File: config.mk
export PLATFORM = sky130hd
export DESIGN_NAME = exec_stage
export DESIGN_NICKNAME = d
export VERILOG_FILES = /design/src/rtl/exec_pkg.sv /design/src/rtl/exec_alu.sv /design/src/rtl/exec_stage.sv
export SDC_FILE = /design/constraint.sdc
export NUM_CORES = 1
export LEC_CHECK = 0
export CORE_ASPECT_RATIO = 1.1
export CORE_MARGIN = 2
export CORE_UTILIZATION = 57
export CTS_CLUSTER_DIAMETER = 80
export DETAILED_ROUTE_END_ITERATION = 16
export PLACE_DENSITY_LB_ADDON = 0.05
export SKIP_CTS_REPAIR_TIMING = 1
export SLEW_MARGIN = 15
export SYNTH_ARGS = -nofsm -noshare
export SYNTH_HDL_FRONTEND = slang
export SYNTH_SLANG_ARGS = --single-unit
File: constraint.sdc
create_clock -name CLK -period 10.3 [get_ports CLK]
set_clock_uncertainty 0.15 [all_clocks]
set_input_delay 1.545 -clock CLK [delete_from_list [all_inputs] [get_ports CLK]]
set_output_delay 1.545 -clock CLK [all_outputs]
set_load 0.02 [all_outputs]
File: src/rtl/exec_pkg.sv
// Shared opcode map and FSM state encoding for the execute stage.
package exec_pkg;

  localparam logic [1:0] ST_IDLE   = 2'd0;
  localparam logic [1:0] ST_DECODE = 2'd1;
  localparam logic [1:0] ST_EXEC   = 2'd2;
  localparam logic [1:0] ST_DONE   = 2'd3;

  localparam logic [3:0] OP_ADD   = 4'd0;
  localparam logic [3:0] OP_SUB   = 4'd1;
  localparam logic [3:0] OP_AND   = 4'd2;
  localparam logic [3:0] OP_OR    = 4'd3;
  localparam logic [3:0] OP_XOR   = 4'd4;
  localparam logic [3:0] OP_SLL   = 4'd5;
  localparam logic [3:0] OP_SRL   = 4'd6;
  localparam logic [3:0] OP_SRA   = 4'd7;
  localparam logic [3:0] OP_ADDI  = 4'd8;
  localparam logic [3:0] OP_MOV   = 4'd9;
  localparam logic [3:0] OP_AUIPC = 4'd10;

  // Opcodes above AUIPC are reserved and flagged as illegal.
  function automatic logic op_is_legal(input logic [3:0] op);
    return (op <= OP_AUIPC);
  endfunction

endpackage

File: src/rtl/exec_alu.sv
// Combinational ALU: result, zero flag, signed-overflow flag and illegal-opcode flag.
module exec_alu
  import exec_pkg::*;
#(
  parameter int DATA_W = 16
) (
  input  logic [3:0]        i_op,
  input  logic [DATA_W-1:0] i_a,
  input  logic [DATA_W-1:0] i_b,
  input  logic [DATA_W-1:0] i_pc,
  input  logic [DATA_W-1:0] i_imm,
  output logic [DATA_W-1:0] o_result,
  output logic              o_zero,
  output logic              o_ovf,
  output logic              o_err
);

  localparam int SH_W = $clog2(DATA_W);

  logic [SH_W-1:0]   w_sh;
  logic [DATA_W-1:0] w_add_x;
  logic [DATA_W-1:0] w_add_y;
  logic [DATA_W-1:0] w_sum;
  logic [DATA_W-1:0] w_diff;
  logic              w_add_ovf;
  logic              w_sub_ovf;

  assign w_sh = i_b[SH_W-1:0];

  // One shared adder serves ADD, ADDI and AUIPC.
  always_comb begin
    w_add_x = i_a;
    w_add_y = i_b;
    case (i_op)
      OP_ADDI: begin
        w_add_x = i_a;
        w_add_y = i_imm;
      end
      OP_AUIPC: begin
        w_add_x = i_pc;
        w_add_y = i_imm;
      end
      default: begin
        w_add_x = i_a;
        w_add_y = i_b;
      end
    endcase
  end

  assign w_sum     = w_add_x + w_add_y;
  assign w_diff    = i_a - i_b;
  assign w_add_ovf = (w_add_x[DATA_W-1] == w_add_y[DATA_W-1]) &&
                     (w_sum[DATA_W-1] != w_add_x[DATA_W-1]);
  assign w_sub_ovf = (i_a[DATA_W-1] != i_b[DATA_W-1]) &&
                     (w_diff[DATA_W-1] != i_a[DATA_W-1]);

  // Operation select and overflow attribution.
  always_comb begin
    o_result = {DATA_W{1'b0}};
    o_ovf    = 1'b0;
    case (i_op)
      OP_ADD, OP_ADDI, OP_AUIPC: begin
        o_result = w_sum;
        o_ovf    = w_add_ovf;
      end
      OP_SUB: begin
        o_result = w_diff;
        o_ovf    = w_sub_ovf;
      end
      OP_AND:  o_result = i_a & i_b;
      OP_OR:   o_result = i_a | i_b;
      OP_XOR:  o_result = i_a ^ i_b;
      OP_SLL:  o_result = i_a << w_sh;
      OP_SRL:  o_result = i_a >> w_sh;
      OP_SRA:  o_result = DATA_W'($signed(i_a) >>> w_sh);
      OP_MOV:  o_result = i_a;
      default: begin
        o_result = {DATA_W{1'b0}};
        o_ovf    = 1'b0;
      end
    endcase
  end

  assign o_err  = ~op_is_legal(i_op);
  assign o_zero = (o_result == {DATA_W{1'b0}});

endmodule

File: src/rtl/exec_stage.sv
// Multi-cycle execute stage: IDLE -> DECODE -> EXEC -> DONE with a local register file.
module exec_stage
  import exec_pkg::*;
#(
  parameter  int DATA_W  = 16,
  parameter  int REG_AW  = 4,
  parameter  int R0_ZERO = 0,
  localparam int INSTR_W = 4 + 3*REG_AW,
  localparam int IMM_W   = 2*REG_AW
) (
  input  logic               CLK,
  input  logic               reset,
  input  logic               in_valid,
  output logic               in_ready,
  input  logic [INSTR_W-1:0] instr,
  input  logic [DATA_W-1:0]  pc_in,
  output logic               out_valid,
  input  logic               out_ready,
  output logic [DATA_W-1:0]  result,
  output logic [REG_AW-1:0]  rd_out,
  output logic               zero,
  output logic               ovf,
  output logic               err,
  input  logic [REG_AW-1:0]  dbg_addr,
  output logic [DATA_W-1:0]  dbg_data
);

  localparam int NREG = 1 << REG_AW;

  logic [1:0]         r_state;
  logic [1:0]         w_state_nxt;
  logic [INSTR_W-1:0] r_instr;
  logic [DATA_W-1:0]  r_pc;
  logic [DATA_W-1:0]  r_a;
  logic [DATA_W-1:0]  r_b;
  logic [DATA_W-1:0]  r_result;
  logic [REG_AW-1:0]  r_rd;
  logic               r_zero;
  logic               r_ovf;
  logic               r_err;
  logic [DATA_W-1:0]  r_rf [NREG];

  logic [3:0]         w_op;
  logic [REG_AW-1:0]  w_rd;
  logic [REG_AW-1:0]  w_rs0;
  logic [REG_AW-1:0]  w_rs1;
  logic [REG_AW-1:0]  w_a_addr;
  logic [IMM_W-1:0]   w_imm_raw;
  logic [DATA_W-1:0]  w_imm;
  logic [DATA_W-1:0]  w_alu_result;
  logic               w_alu_zero;
  logic               w_alu_ovf;
  logic               w_alu_err;
  logic               w_wb_en;

  assign w_op      = r_instr[INSTR_W-1 -: 4];
  assign w_rd      = r_instr[3*REG_AW-1 -: REG_AW];
  assign w_rs0     = r_instr[2*REG_AW-1 -: REG_AW];
  assign w_rs1     = r_instr[REG_AW-1:0];
  assign w_imm_raw = {w_rs0, w_rs1};
  assign w_imm     = DATA_W'($signed(w_imm_raw));
  // ADDI accumulates into its own destination, so operand A comes from rd.
  assign w_a_addr  = (w_op == OP_ADDI) ? w_rd : w_rs0;

  assign in_ready  = (r_state == ST_IDLE);
  assign out_valid = (r_state == ST_DONE);
  assign result    = r_result;
  assign rd_out    = r_rd;
  assign zero      = r_zero;
  assign ovf       = r_ovf;
  assign err       = r_err;

  // Register 0 is never written when R0_ZERO is set, so it keeps its reset value of 0.
  assign w_wb_en  = (r_state == ST_DONE) && out_ready && !r_err &&
                    !((R0_ZERO != 0) && (r_rd == {REG_AW{1'b0}}));
  assign dbg_data = r_rf[dbg_addr];

  exec_alu #(
    .DATA_W (DATA_W)
  ) u_alu (
    .i_op     (w_op),
    .i_a      (r_a),
    .i_b      (r_b),
    .i_pc     (r_pc),
    .i_imm    (w_imm),
    .o_result (w_alu_result),
    .o_zero   (w_alu_zero),
    .o_ovf    (w_alu_ovf),
    .o_err    (w_alu_err)
  );

  // Next-state logic for the four-phase handshake FSM.
  always_comb begin
    w_state_nxt = r_state;
    case (r_state)
      ST_IDLE: begin
        if (in_valid) begin
          w_state_nxt = ST_DECODE;
        end else begin
          w_state_nxt = ST_IDLE;
        end
      end
      ST_DECODE: w_state_nxt = ST_EXEC;
      ST_EXEC:   w_state_nxt = ST_DONE;
      ST_DONE: begin
        if (out_ready) begin
          w_state_nxt = ST_IDLE;
        end else begin
          w_state_nxt = ST_DONE;
        end
      end
      default: w_state_nxt = ST_IDLE;
    endcase
  end

  // FSM state register.
  always_ff @(posedge CLK or posedge reset) begin
    if (reset) begin
      r_state <= ST_IDLE;
    end else begin
      r_state <= w_state_nxt;
    end
  end

  // Capture, operand fetch and result registers; outputs hold while DONE stalls.
  always_ff @(posedge CLK or posedge reset) begin
    if (reset) begin
      r_instr  <= {INSTR_W{1'b0}};
      r_pc     <= {DATA_W{1'b0}};
      r_a      <= {DATA_W{1'b0}};
      r_b      <= {DATA_W{1'b0}};
      r_result <= {DATA_W{1'b0}};
      r_rd     <= {REG_AW{1'b0}};
      r_zero   <= 1'b0;
      r_ovf    <= 1'b0;
      r_err    <= 1'b0;
    end else begin
      if ((r_state == ST_IDLE) && in_valid) begin
        r_instr <= instr;
        r_pc    <= pc_in;
      end
      if (r_state == ST_DECODE) begin
        r_a <= r_rf[w_a_addr];
        r_b <= r_rf[w_rs1];
      end
      if (r_state == ST_EXEC) begin
        r_result <= w_alu_result;
        r_rd     <= w_rd;
        r_zero   <= w_alu_zero;
        r_ovf    <= w_alu_ovf;
        r_err    <= w_alu_err;
      end
    end
  end

  // Register file: asynchronous read above, synchronous writeback on the DONE handshake.
  always_ff @(posedge CLK or posedge reset) begin
    if (reset) begin
      for (int i = 0; i < NREG; i++) begin
        r_rf[i] <= {DATA_W{1'b0}};
      end
    end else if (w_wb_en) begin
      r_rf[r_rd] <= r_result;
    end
  end

endmodule

-- Word-level counts from Yosys, hierarchy flattened
Cells that the tools add are included.
- bits in read-only memories: 0
- memories: 0
- word-level logic and storage cells: 94
- latch bits: 0
- output and inout bits: 41
- bits in writable memories: 0
- register bits: 345
- add/sub/neg operators: 2
- shift-type cells: 3
- bitwise operators: 8
- $mul: 0
- muxes and demuxes: 20
- reductions and logical operators: 12
- div/mod/pow operators: 0
- $lt $le $gt $ge: 6
- eq/ne operators: 17
- operator list (cell ; count):
    256-bit bitwise mux ; 1
    16-bit binary-select mux with 4-bit select ; 3
    16-bit 2-to-1 mux ; 9
    16-bit one-hot mux with 9 select lines ; 1
    16-bit demux with 4-bit select ; 1
    5-bit >= comparator (second input constant) ; 4
    4-bit inverter with 5-bit output ; 4
    16-bit adder ; 1
    16-bit AND ; 1
    4-bit by 3-bit == test with 1-bit output (second input constant) ; 4
    16-bit logical NOT ; 1
    16-bit bitwise OR ; 1
    16-bit by 4-bit left shift with 16-bit output ; 1
    16-bit by 4-bit right shift with 16-bit output ; 1
    16-bit by 4-bit >>> shifter with 16-bit output ; 1
    16-bit subtractor ; 1
    16-bit bitwise XOR ; 1
    4-bit == test (second input constant) ; 3
    4-bit by 2-bit == test with 1-bit output (second input constant) ; 2
    2-bit one-hot mux with 4 select lines ; 1
    1-bit logical AND ; 6
    5-bit by 1-bit < comparator with 1-bit output (second input constant) ; 1
    2-bit == test (second input constant) ; 2
    4-bit by 1-bit == test with 1-bit output (second input constant) ; 1
    other kinds (14) ; 16

-- Depth between registers and ports, before layout
Gate-level depths: netlist of run 1.
- depth in word-level cells: 7
- depth in mapped cells: 18
- depth with buffers taken out: 16

-- By module
Synthesis of run 1 repeated with hierarchy kept, for this count alone.
- cells, all modules: 2045
- area total of the unflattened synthesis: 23889.2 um^2
- by module, submodules not included (module ; area an instance (um^2) ; times used ; cells each ; sequential area each (um^2)):
    exec_stage ; 19043.3 ; 1 ; 1367 ; 8633.3
    exec_alu ; 4845.9 ; 1 ; 678 ; 0.0

-- Worst setup path before layout of run 1
OpenSTA, ideal clock, no wires.
- kind: input to output
- start point: in dbg_addr[0]
- end point: out dbg_data[0]
- setup slack: 5.041 ns
- stages: 4
- data required time: 8.605 ns
- path buffers: 2
- arrival time: 3.564 ns
- cell sequence: clkbuf_1 buf_1 mux4_2 mux4_2
- longest elaborated chain between the ends: 4
- RTL lines (what ; RTL line ; source):
    from (decl) ; exec_stage.sv:24 ; input logic [REG_AW-1:0] dbg_addr,
    4-bit inverter with 5-bit output (not written as such) ; exec_stage.sv:76 ; assign dbg_data = r_rf[dbg_addr];
    16-bit binary-select mux with 4-bit select ; exec_stage.sv:76 ;
    16-bit 2-to-1 mux (not written as such) (2 in series) ; exec_stage.sv:76 ;
    to (decl) ; exec_stage.sv:25 ; output logic [DATA_W-1:0] dbg_data
Every way passes these cells. The select of a mux whose other input is x is not followed.

-- Worst setup path in the final report of run 1
- start point: in dbg_addr[0]
- end point: out dbg_data[7]
Same word-level chain as after synthesis.

==> flow_summary_export.csv, run 1 <==
group,metric,value,unit
final_layout,multi_input_area,14380,sq um
synth,synthArstFlopShare,100.0,%
pwr,design_power_total,7.936,mW
final_layout,postLayoutCellArea,26450,sq um
worst_setup_path,crit_arrival,4.47,ns
pwr,ir_worst_vdd,167.8,uV
global_routing,grt_start_max_net_pins,177,
clock_network,cts-root-buf,"clkbuf_16",
place,numPortBuffers,80,
clock_network,clk_latency,0.57,ns
timing,worst_pin_slew,1.106,ns
final_layout,fin_util,64.08,%
timing,setup_viol,0,
worst_setup_path,startpoint_type,"input pin",
global_routing,gr-usage-met3,6.327,%
synth,synth_area_leaders,"dfrtp_1 36%, mux4_2 23%, mux2_2 15%",
detailed_routing,vias,17730,
global_routing,grt_pass1_vias,18040,
timing,setup_tns,0,ns
final_layout,nFillCells,3200,
place,post_dp_cell_area,25140,sq um
die,chipWidth,198.9,microns
place,post-place-cells,2455,
global_routing,grt_pass1_wl,114800,microns
pwr,cellLeakagePower,11.29,nW
global_routing,grtUsageMet1,47.87,%
pwr,p_sw_share,44.16,%
global_routing,grt_use_met2,58.00,%
pwr,pwr-share-seq,29.3,%
die,die-area,43460,sq um
synth,synth-main-ff-cell,"dfrtp_1",
worst_setup_path,worstReg2RegStart,"r_instr[14]",
final_layout,finalNonFillerCells,2528,
synth,synth-seq-cells,345,
synth,ys_warn_count,0,
synth,synth-seq-area-share,36.23,%
global_routing,grt-busiest-layer,"met2",
worst_setup_path,r2r_cells,16,
min_path,holdPathStages,1,
timing,drv_slew,0,
die,die_h,218.4,microns
synth,synth_top_cell_area_share,36.23,%
detailed_routing,post-route-drc-count,0,
place,dp_hpwl,48900,microns
timing,period_minus_slack,6.167,ns
final_layout,syn2layout_area_growth,11.02,%
die,io_pins,81,
clock_network,cts_tree,"yes",
timing,setup_slack,4.133,ns
timing,max_freq,162.2,MHz
final_layout,seq_area,8641,sq um
pwr,cellPowerDensity,300.0,nW/um^2
clock_network,clockBufferDepth,3,
detailed_routing,routedWlPerCell,30.05,microns
die,core,41280,sq um
worst_setup_path,timing.rr.end,"zero",
global_routing,overflow,0,
synth,synth_top_cell_by_area,"dfrtp_1",
pwr,power_frac_comb,52.6,%
pwr,p_clk_share,18.1,%
detailed_routing,drt-initial-drc-count,1689,
worst_setup_path,crit_required,8.61,ns
synth,synth_edf_count,0,
synth,synthCells,1933,
global_routing,grt_use_total,36.17,%
job,drv_cap,0,
min_path,min_from,"r_pc[15]",
synth,synthDistinctLibCells,82,
detailed_routing,ant_nets,0,
pwr,internal-power,4.432,mW
detailed_routing,via_per_inst,7.014,
place,gp_congestion,0.9947,
detailed_routing,firstDrtPassIters,5,
worst_setup_path,regToRegSetupSlack,5.46,ns
run_status,status,"finished clean",
timing,finalCritPeriodShare,59.87,%
timing,holdWs,0.3609,ns
clock_network,clkSlewWorstSetupHoldPaths,0.06,ns
timing,relSlewSlack,26.11,%
place,post-place-ws,4.082,ns
clock_network,cts_buffers,39,
timing,hold_viol,0,
worst_setup_path,cp-end-kind,"output pin",
synth,netlist_area,23830,sq um
timing,rsz0062_at_grt,"no",
min_path,min_to,"r_pc[15]",
die,start_util,57.72,%
synth,syn_nets,2038,
min_path,hp-class,"reg -> reg",
detailed_routing,drt_wl_total,75960,microns
die,core.rowCount,78,
final_layout,layout_commonest_cell,"dfrtp_1",
clock_network,h-tree-depth,2,
pwr,netSwitchingPower,3.504,mW
worst_setup_path,critical_path.max_fanout,36,
worst_setup_path,criticalPathCategory,"in -> out",
clock_network,cts_num_sinks,345,
final_layout,layout.cells.most_common_list,"341 x dfrtp_1, 308 x mux2_2, 245 x mux4_2",
final_layout,drive_above_1_share,36.55,%
final_layout,nets,2041,
synth,postSynthAreaPerCell,12.33,sq um
global_routing,antenna_found_initial,1,
## worst max-delay path by stage
| stage | from | endpoint | slack, ns | cells past startpoint |
|---|---|---|---|---|
| 2_1_floorplan | reset | err | 3.99 | 1 |
| 3_3_place_gp | dbg_addr[0] | dbg_data[7] | 4.13 | 5 |
| 3_5_place_dp | dbg_addr[0] | dbg_data[7] | 4.08 | 5 |
| 4_1_cts | dbg_addr[0] | dbg_data[7] | 4.07 | 5 |
| 5_1_grt | dbg_addr[0] | dbg_data[7] | 3.95 | 5 |
| 6_report | dbg_addr[0] | dbg_data[7] | 4.13 | 5 |
## per-layer routing
layer	wire (microns)	vias up	share of wire (%)
met5	0	-	0
met4	4226	0	5.6
met3	5541	209	7.3
met2	36400	863	48
met1	29790	9239	39
li1	-	7420	-
## cell families (layout without fill, tap and decap cells)
kind of cell	count (synthesis)	after routing	share of synthesized area (%)
adder cells (fa/ha/maj)	65	65	3.476
flip-flops	345	345	36.23
AND/OR/NAND/NOR	414	414	8.312
other	0	1	0
multiplexers	581	581	39.30
XOR/XNOR	21	21	0.7719
AO/OA/AOI/OAI	285	285	7.903
buffers and inverters	222	256	4.006
## synthesized netlist by cell type, types with 10 or more instances
library cell / count
nor2_1: 76
dfrtp_1: 345
nand2b_1: 14
inv_1: 51
o22ai_1: 13
nor3_1: 17
nand3_1: 37
o21ai_0: 86
nand2_1: 179
ha_1: 63
mux2i_1: 22
clkbuf_1: 106
a21o_1: 12
a21oi_1: 51
a22oi_1: 14
mux4_2: 245
o211ai_1: 12
o21ai_1: 10
nor2b_1: 16
mux2_2: 308
xor2_1: 12
buf_1: 18
buf_2: 34
## sequential cells by signal, indices dropped and copies added (netlist names)
register  cells
err           1
ovf           1
r_a          16
r_b          16
r_instr      16
r_pc         16
r_rf        256
r_state       2
rd_out        4
result       16
zero          1
## layout make-up
type                            count  area share, %
Sequential cell                   345          32.66
Inverter                           51         0.7378
Timing Repair Buffer              133          4.597
Clock buffer                       55          4.295
Clock inverter                     17         0.6811
Multi-Input combinational cell   1366          54.37
Tap cell                          560          2.649
Antenna cell                        1       0.009459
## power by group through the flow
stage | Combinational [mW] | Sequential [mW] | Clock, mW
global route | 4.45 | 2.37 | 1.51
global placement | 4.07 | 2.30 | 0
floorplan | 3.05 | 2.05 | 0
finish | 4.17 | 2.32 | 1.44
CTS | 4.13 | 2.30 | 1.46
detailed placement | 4.11 | 2.32 | 0
## critical path, cell delays in order
cell and delay, ns:
buf_4 0.47, buf_4 0.68, mux4_2 0.59, mux4_2 0.55, clkdlybuf4s50_1 0.57
(Power assumes the default switching activity.)
==> run 2, diff against run 1 <==
==> constraint.sdc (replaced) <==
create_clock -name CLK -period 5.5 [get_ports CLK]
set_clock_uncertainty 0.15 [all_clocks]
set_input_delay 0.825 -clock CLK [delete_from_list [all_inputs] [get_ports CLK]]
set_output_delay 0.825 -clock CLK [all_outputs]
set_load 0.02 [all_outputs]
==> run 2 against run 1 <==
Register-to-register slack lost 5.0 ns. Sequential cell count is the same. First-iteration DRC count grew 15%. Worst hold slack lost 0.0042 ns. Wire length grew 3.5%. Via count grew 1.7%. Global-route usage grew 1.3 points. Clock power grew 82%. Die area is the same. Critical path type is now reg -> reg.
==> flow_summary_export.csv, run 2 (synthesis gave the netlist of run 1 again) <==
group,metric,value,unit
timing,finalCritPeriodShare,92.16,%
final_layout,syn2layout_area_growth,11.78,%
worst_setup_path,criticalPathCategory,"reg -> reg",
place,post-place-ws,0.5272,ns
clock_network,clockBufferDepth,3,
final_layout,finalNonFillerCells,2548,
worst_setup_path,startpoint_type,"flip-flop",
clock_network,h-tree-depth,2,
final_layout,postLayoutCellArea,26640,sq um
die,die-area,43460,sq um
worst_setup_path,max_stage_delay,0.75,ns
clock_network,cts_buffers,39,
timing,worst_pin_slew,1.102,ns
pwr,cellLeakagePower,11.41,nW
clock_network,cts-root-buf,"clkbuf_16",
timing,relSlewSlack,24.95,%
detailed_routing,vias,18030,
place,numPortBuffers,80,
final_layout,drive_above_1_share,37.32,%
timing,hold_viol,0,
die,chipWidth,198.9,microns
global_routing,antenna_found_initial,0,
timing,holdWs,0.3568,ns
timing,setup_tns,0,ns
detailed_routing,ant_nets,0,
timing,period_minus_slack,5.069,ns
clock_network,cts_tree,"yes",
worst_setup_path,crit_required,5.82,ns
clock_network,clkSlewWorstSetupHoldPaths,0.06,ns
final_layout,diodes,0,
final_layout,largest_reg_flops,256,
job,drv_cap,0,
pwr,cellPowerDensity,567.1,nW/um^2
clock_network,clk_latency,0.57,ns
min_path,hp-class,"reg -> reg",
detailed_routing,drt-initial-drc-count,1947,
worst_setup_path,worstReg2RegStart,"r_instr[14]",
detailed_routing,post-route-drc-count,0,
final_layout,top_register,"r_rf",
die,core,41280,sq um
timing,setup_slack,0.4314,ns
worst_setup_path,crit_slowest_cell,"a311oi_1",
final_layout,nFillCells,3182,
global_routing,overflow,0,
detailed_routing,via_per_inst,7.076,
timing,setup_viol,0,
detailed_routing,routedWlPerCell,30.85,microns
run_status,status,"finished clean",
final_layout,layout.cells.most_common_list,"341 x dfrtp_1, 308 x mux2_2, 245 x mux4_2",
place,gp_congestion,0.9839,
worst_setup_path,crit_chain,"nand2b_4 > nor2_1 > and2_1 > a21o_1 > ha_1 > a21o_1 > a21oi_1 > o21ba_2 > a2bb2oi_1 > o21ai_0 > a311oi_1 > o311a_1 > o21ai_0 > o41ai_2",
final_layout,layout_commonest_cell,"dfrtp_1",
detailed_routing,firstDrtPassIters,7,
pwr,ir_worst_vdd,402.5,uV
die,die_h,218.4,microns
timing,rsz0062_at_grt,"no",
timing,drv_slew,0,
worst_setup_path,cp-end-kind,"flip-flop",
worst_setup_path,critical_path.max_fanout,15,
min_path,min_from,"r_pc[2]",
final_layout,nets,2063,
final_layout,fin_util,64.52,%
place,dp_hpwl,52230,microns
timing,max_freq,197.3,MHz
place,post-place-cells,2477,
pwr,design_power_total,15.10,mW
worst_setup_path,cp-startpoint,"r_instr[14]",
detailed_routing,drt_wl_total,78620,microns
die,core.rowCount,78,
die,start_util,57.72,%
die,io_pins,81,
global_routing,grt_pass1_wl,118300,microns
place,post_dp_cell_area,25340,sq um
global_routing,grt_use_total,37.42,%
global_routing,grt_start_max_net_pins,132,
clock_network,cts_num_sinks,345,
worst_setup_path,crit_arrival,5.39,ns
global_routing,grt_pass1_vias,18240,
run 2: worst paths after layout:
check | end | slack [ns] | depth (start not counted)
min in group asynchronous | r_rf[171] | 0.39 | 2
min | r_pc[2] | 0.36 | 1
max | zero | 0.43 | 14
max in group asynchronous | r_instr[0] | 3.47 | 3
min reg2reg | r_pc[2] | 0.36 | 1
max reg2reg | zero | 0.43 | 14
run 2: area by class of cell:
| class | count | area [sq um] | area share (%) |
|---|---|---|---|
| clock buffers | 57 | 1185 | 4.449 |
| clock inverters | 14 | 102.6 | 0.3852 |
| inverters | 51 | 195.2 | 0.7328 |
| multi-input cells | 1366 | 14380 | 53.99 |
| flip-flops and latches | 345 | 8641 | 32.44 |
| well taps | 560 | 700.7 | 2.631 |
| repair buffers | 155 | 1431 | 5.374 |
run 2: per-layer routing:
layer  track usage (%)  vias to the layer above  wire length [microns]
met1             49.30                     9217                  29680
met3             7.191                      271                   6926
met4             21.74                        0                   5105
li1                  -                     7484                      -
met2             58.34                     1057                  36900
met5                 0                        -                      0
run 2: power by group:
group          total, mW  leakage, nW  internal [mW]  switching, mW
Combinational       8.26         6.09           3.56           4.69
Clock               2.62        0.643           1.51           1.11
Sequential          4.23         4.68           3.26          0.973
run 2: critical path: cells and delay by family (launching register included):
kind,cells,cell delay [ns]
AND/OR/NAND/NOR,3,1.32
AO/OA/AOI/OAI,10,2.77
flip-flops,1,0.38
adder cells (fa/ha/maj),1,0.31
==> run 3, diff against run 2 <==
--- a/config.mk
+++ b/config.mk
@@ -7,10 +7,10 @@
 export LEC_CHECK = 0
 export CORE_ASPECT_RATIO = 1.1
 export CORE_MARGIN = 2
-export CORE_UTILIZATION = 57
+export CORE_UTILIZATION = 31
 export CTS_CLUSTER_DIAMETER = 80
 export DETAILED_ROUTE_END_ITERATION = 16
-export PLACE_DENSITY_LB_ADDON = 0.05
+export PLACE_DENSITY = 0.57
 export SKIP_CTS_REPAIR_TIMING = 1
 export SLEW_MARGIN = 15
 export SYNTH_ARGS = -nofsm -noshare
==> run 3 against run 2 <==
Sequential share of layout area down 0.92 points. Maximum frequency rose by 18%. Die area rose by 82%. Power increased by 2.1%. Cell count up 19%. Critical path type unchanged.
==> flow_summary_export.csv, run 3 (synthesis gave the netlist of run 1 again) <==
group,metric,value,unit
worst_setup_path,worstReg2RegStart,"r_instr[12]",
die,io_pins,81,
clock_network,h-tree-depth,2,
pwr,internal-power,8.560,mW
clock_network,clockBufferDepth,3,
job,drv_cap,0,
pwr,cellLeakagePower,11.51,nW
die,core,76130,sq um
clock_network,cts_buffers,41,
die,core.rowCount,106,
final_layout,drive_above_1_share,37.24,%
final_layout,finalNonFillerCells,3024,
final_layout,top_register,"r_rf",
detailed_routing,routedWlPerCell,26.99,microns
place,numPortBuffers,80,
timing,hold_viol,0,
timing,holdWs,0.3660,ns
pwr,ir_worst_vdd,316.0,uV
pwr,cellPowerDensity,562.3,nW/um^2
final_layout,layout.cells.most_common_list,"341 x dfrtp_1, 308 x mux2_2, 245 x mux4_2",
detailed_routing,drt_wl_total,81630,microns
clock_network,cts_tree,"yes",
worst_setup_path,path_buf_inv,1,
worst_setup_path,cp-startpoint,"r_instr[12]",
die,die_h,294.8,microns
pwr,power_frac_comb,54.2,%
global_routing,grt_use_total,20.88,%
die,die-area,79100,sq um
timing,setup_viol,0,
final_layout,fin_util,36.01,%
place,post-place-cells,2950,
clock_network,clkSlewWorstSetupHoldPaths,0.06,ns
place,dp_hpwl,54890,microns
timing,period_minus_slack,4.281,ns
pwr,design_power_total,15.41,mW
timing,rsz0062_at_grt,"no",
worst_setup_path,critical_path.max_fanout,15,
die,start_util,31.30,%
clock_network,cts-root-buf,"clkbuf_16",
global_routing,grt_pass1_wl,123700,microns
global_routing,grt_pass1_vias,18290,
detailed_routing,ant_nets,0,
worst_setup_path,crit_arrival,4.61,ns
pwr,netSwitchingPower,6.855,mW
final_layout,layout_commonest_cell,"dfrtp_1",
timing,worst_pin_slew,1.180,ns
global_routing,antenna_found_initial,1,
worst_setup_path,crit_required,5.83,ns
global_routing,grt_start_max_net_pins,124,
timing,max_freq,233.6,MHz
pwr,p_clk_share,18.3,%
detailed_routing,vias,17900,
min_path,min_from,"r_pc[13]",
place,gp_congestion,0.9314,
pwr,p_sw_share,44.47,%
timing,drv_slew,0,
run_status,status,"finished clean",
pwr,pwr-share-seq,27.5,%
global_routing,overflow,0,
worst_setup_path,crit_slowest_cell,"dfrtp_1",
timing,setup_slack,1.219,ns
final_layout,nets,2072,
detailed_routing,post-route-drc-count,0,
detailed_routing,firstDrtPassIters,5,
worst_setup_path,crit_chain,"nor2_1 > buf_4 > and2_1 > a21o_1 > ha_1 > a21o_1 > a21oi_1 > o21ba_2 > a2bb2oi_1 > o21ai_0 > a311oi_1 > o311a_1 > o21ai_0 > o41ai_2",
place,post-place-ws,1.230,ns
min_path,hp-class,"reg -> reg",
worst_setup_path,cp-end-kind,"flip-flop",
worst_setup_path,path_delay_family,"compound AO/OA/AOI/OAI gates",
final_layout,largest_reg_flops,256,
timing,relSlewSlack,19.65,%
final_layout,diodes,0,
worst_setup_path,max_stage_delay,0.55,ns
clock_network,cts_num_sinks,345,
worst_setup_path,criticalPathCategory,"reg -> reg",
detailed_routing,via_per_inst,5.920,
final_layout,syn2layout_area_growth,15.05,%
clock_network,clk_latency,0.59,ns
die,chipWidth,268.3,microns
timing,finalCritPeriodShare,77.83,%
detailed_routing,drt-initial-drc-count,1692,
worst_setup_path,startpoint_type,"flip-flop",
[run 3: changes by cell type in the layout (fill, tap and decap cells not counted), sizes merged]
cell / previous run / this run
clkinvlp: 2 / 1
clkinv: 11 / 9
clkbuf: 57 / 61
bufinv: 0 / 3
inv: 52 / 51
buf: 77 / 84
[run 3: area by class of cell]
cell class	count	area [sq um]
Clock buffer	61	1212
Inverter	51	195.2
Clock inverter	13	173.9
Multi-Input combinational cell	1366	14380
Fill cell	7414	48710
Tap cell	1026	1284
Timing Repair Buffer	162	1534
Sequential cell	345	8641
[run 3: path summary, 6_finish.rpt]
check	depth (start not counted)	slack, ns	endpoint
worst max-delay path	14	1.22	zero
worst min-delay path	1	0.37	r_pc[13]
worst max register to register	14	1.22	zero
worst min register to register	1	0.37	r_pc[13]
max in group asynchronous	3	3.47	r_rf[224]
min in group asynchronous	2	0.58	r_rf[171]
[run 3: power groups by stage]
| stage | logic, mW | registers, mW | clock network, mW |
|---|---|---|---|
| 2_1_floorplan | 5.71 | 3.84 | 0 |
| 4_1_cts | 8.32 | 4.20 | 2.89 |
| 5_1_grt | 8.90 | 4.32 | 3.00 |
| 3_5_place_dp | 8.28 | 4.23 | 0 |
| 3_3_place_gp | 8.26 | 4.18 | 0 |
| 6_report | 8.36 | 4.23 | 2.83 |
[run 3: worst register-to-register path, cell delays in order, from the launching register on]
cell and delay (ns):
dfrtp_1 0.55, nor2_1 0.09, buf_4 0.20, and2_1 0.31
a21o_1 0.21, ha_1 0.38, a21o_1 0.22, a21oi_1 0.28
o21ba_2 0.19, a2bb2oi_1 0.15, o21ai_0 0.20, a311oi_1 0.48
o311a_1 0.25, o21ai_0 0.18, o41ai_2 0.35
[run 3: metrics by stage]
| step | instance area (sq um) | TNS (ns) |
|---|---|---|
| 6_report | 27420 | 0 |
| 4_1_cts | 27420 | 0 |
| 3_5_place_dp | 26030 | 0 |
| 3_3_place_gp | 26030 | 0 |
| 5_1_grt | 27420 | 0 |
| 2_1_floorplan | 23830 | -31.56 |
[run 3: routing by layer]
layer	wire length [microns]	vias to the layer above	part of all wire [%]	GRT usage, %
met5	0	-	0	0
met4	3093	0	3.8	7.547
met3	5706	175	7.0	3.509
met2	38820	847	48	33.64
met1	34010	9395	42	28.27
li1	-	7485	-	-
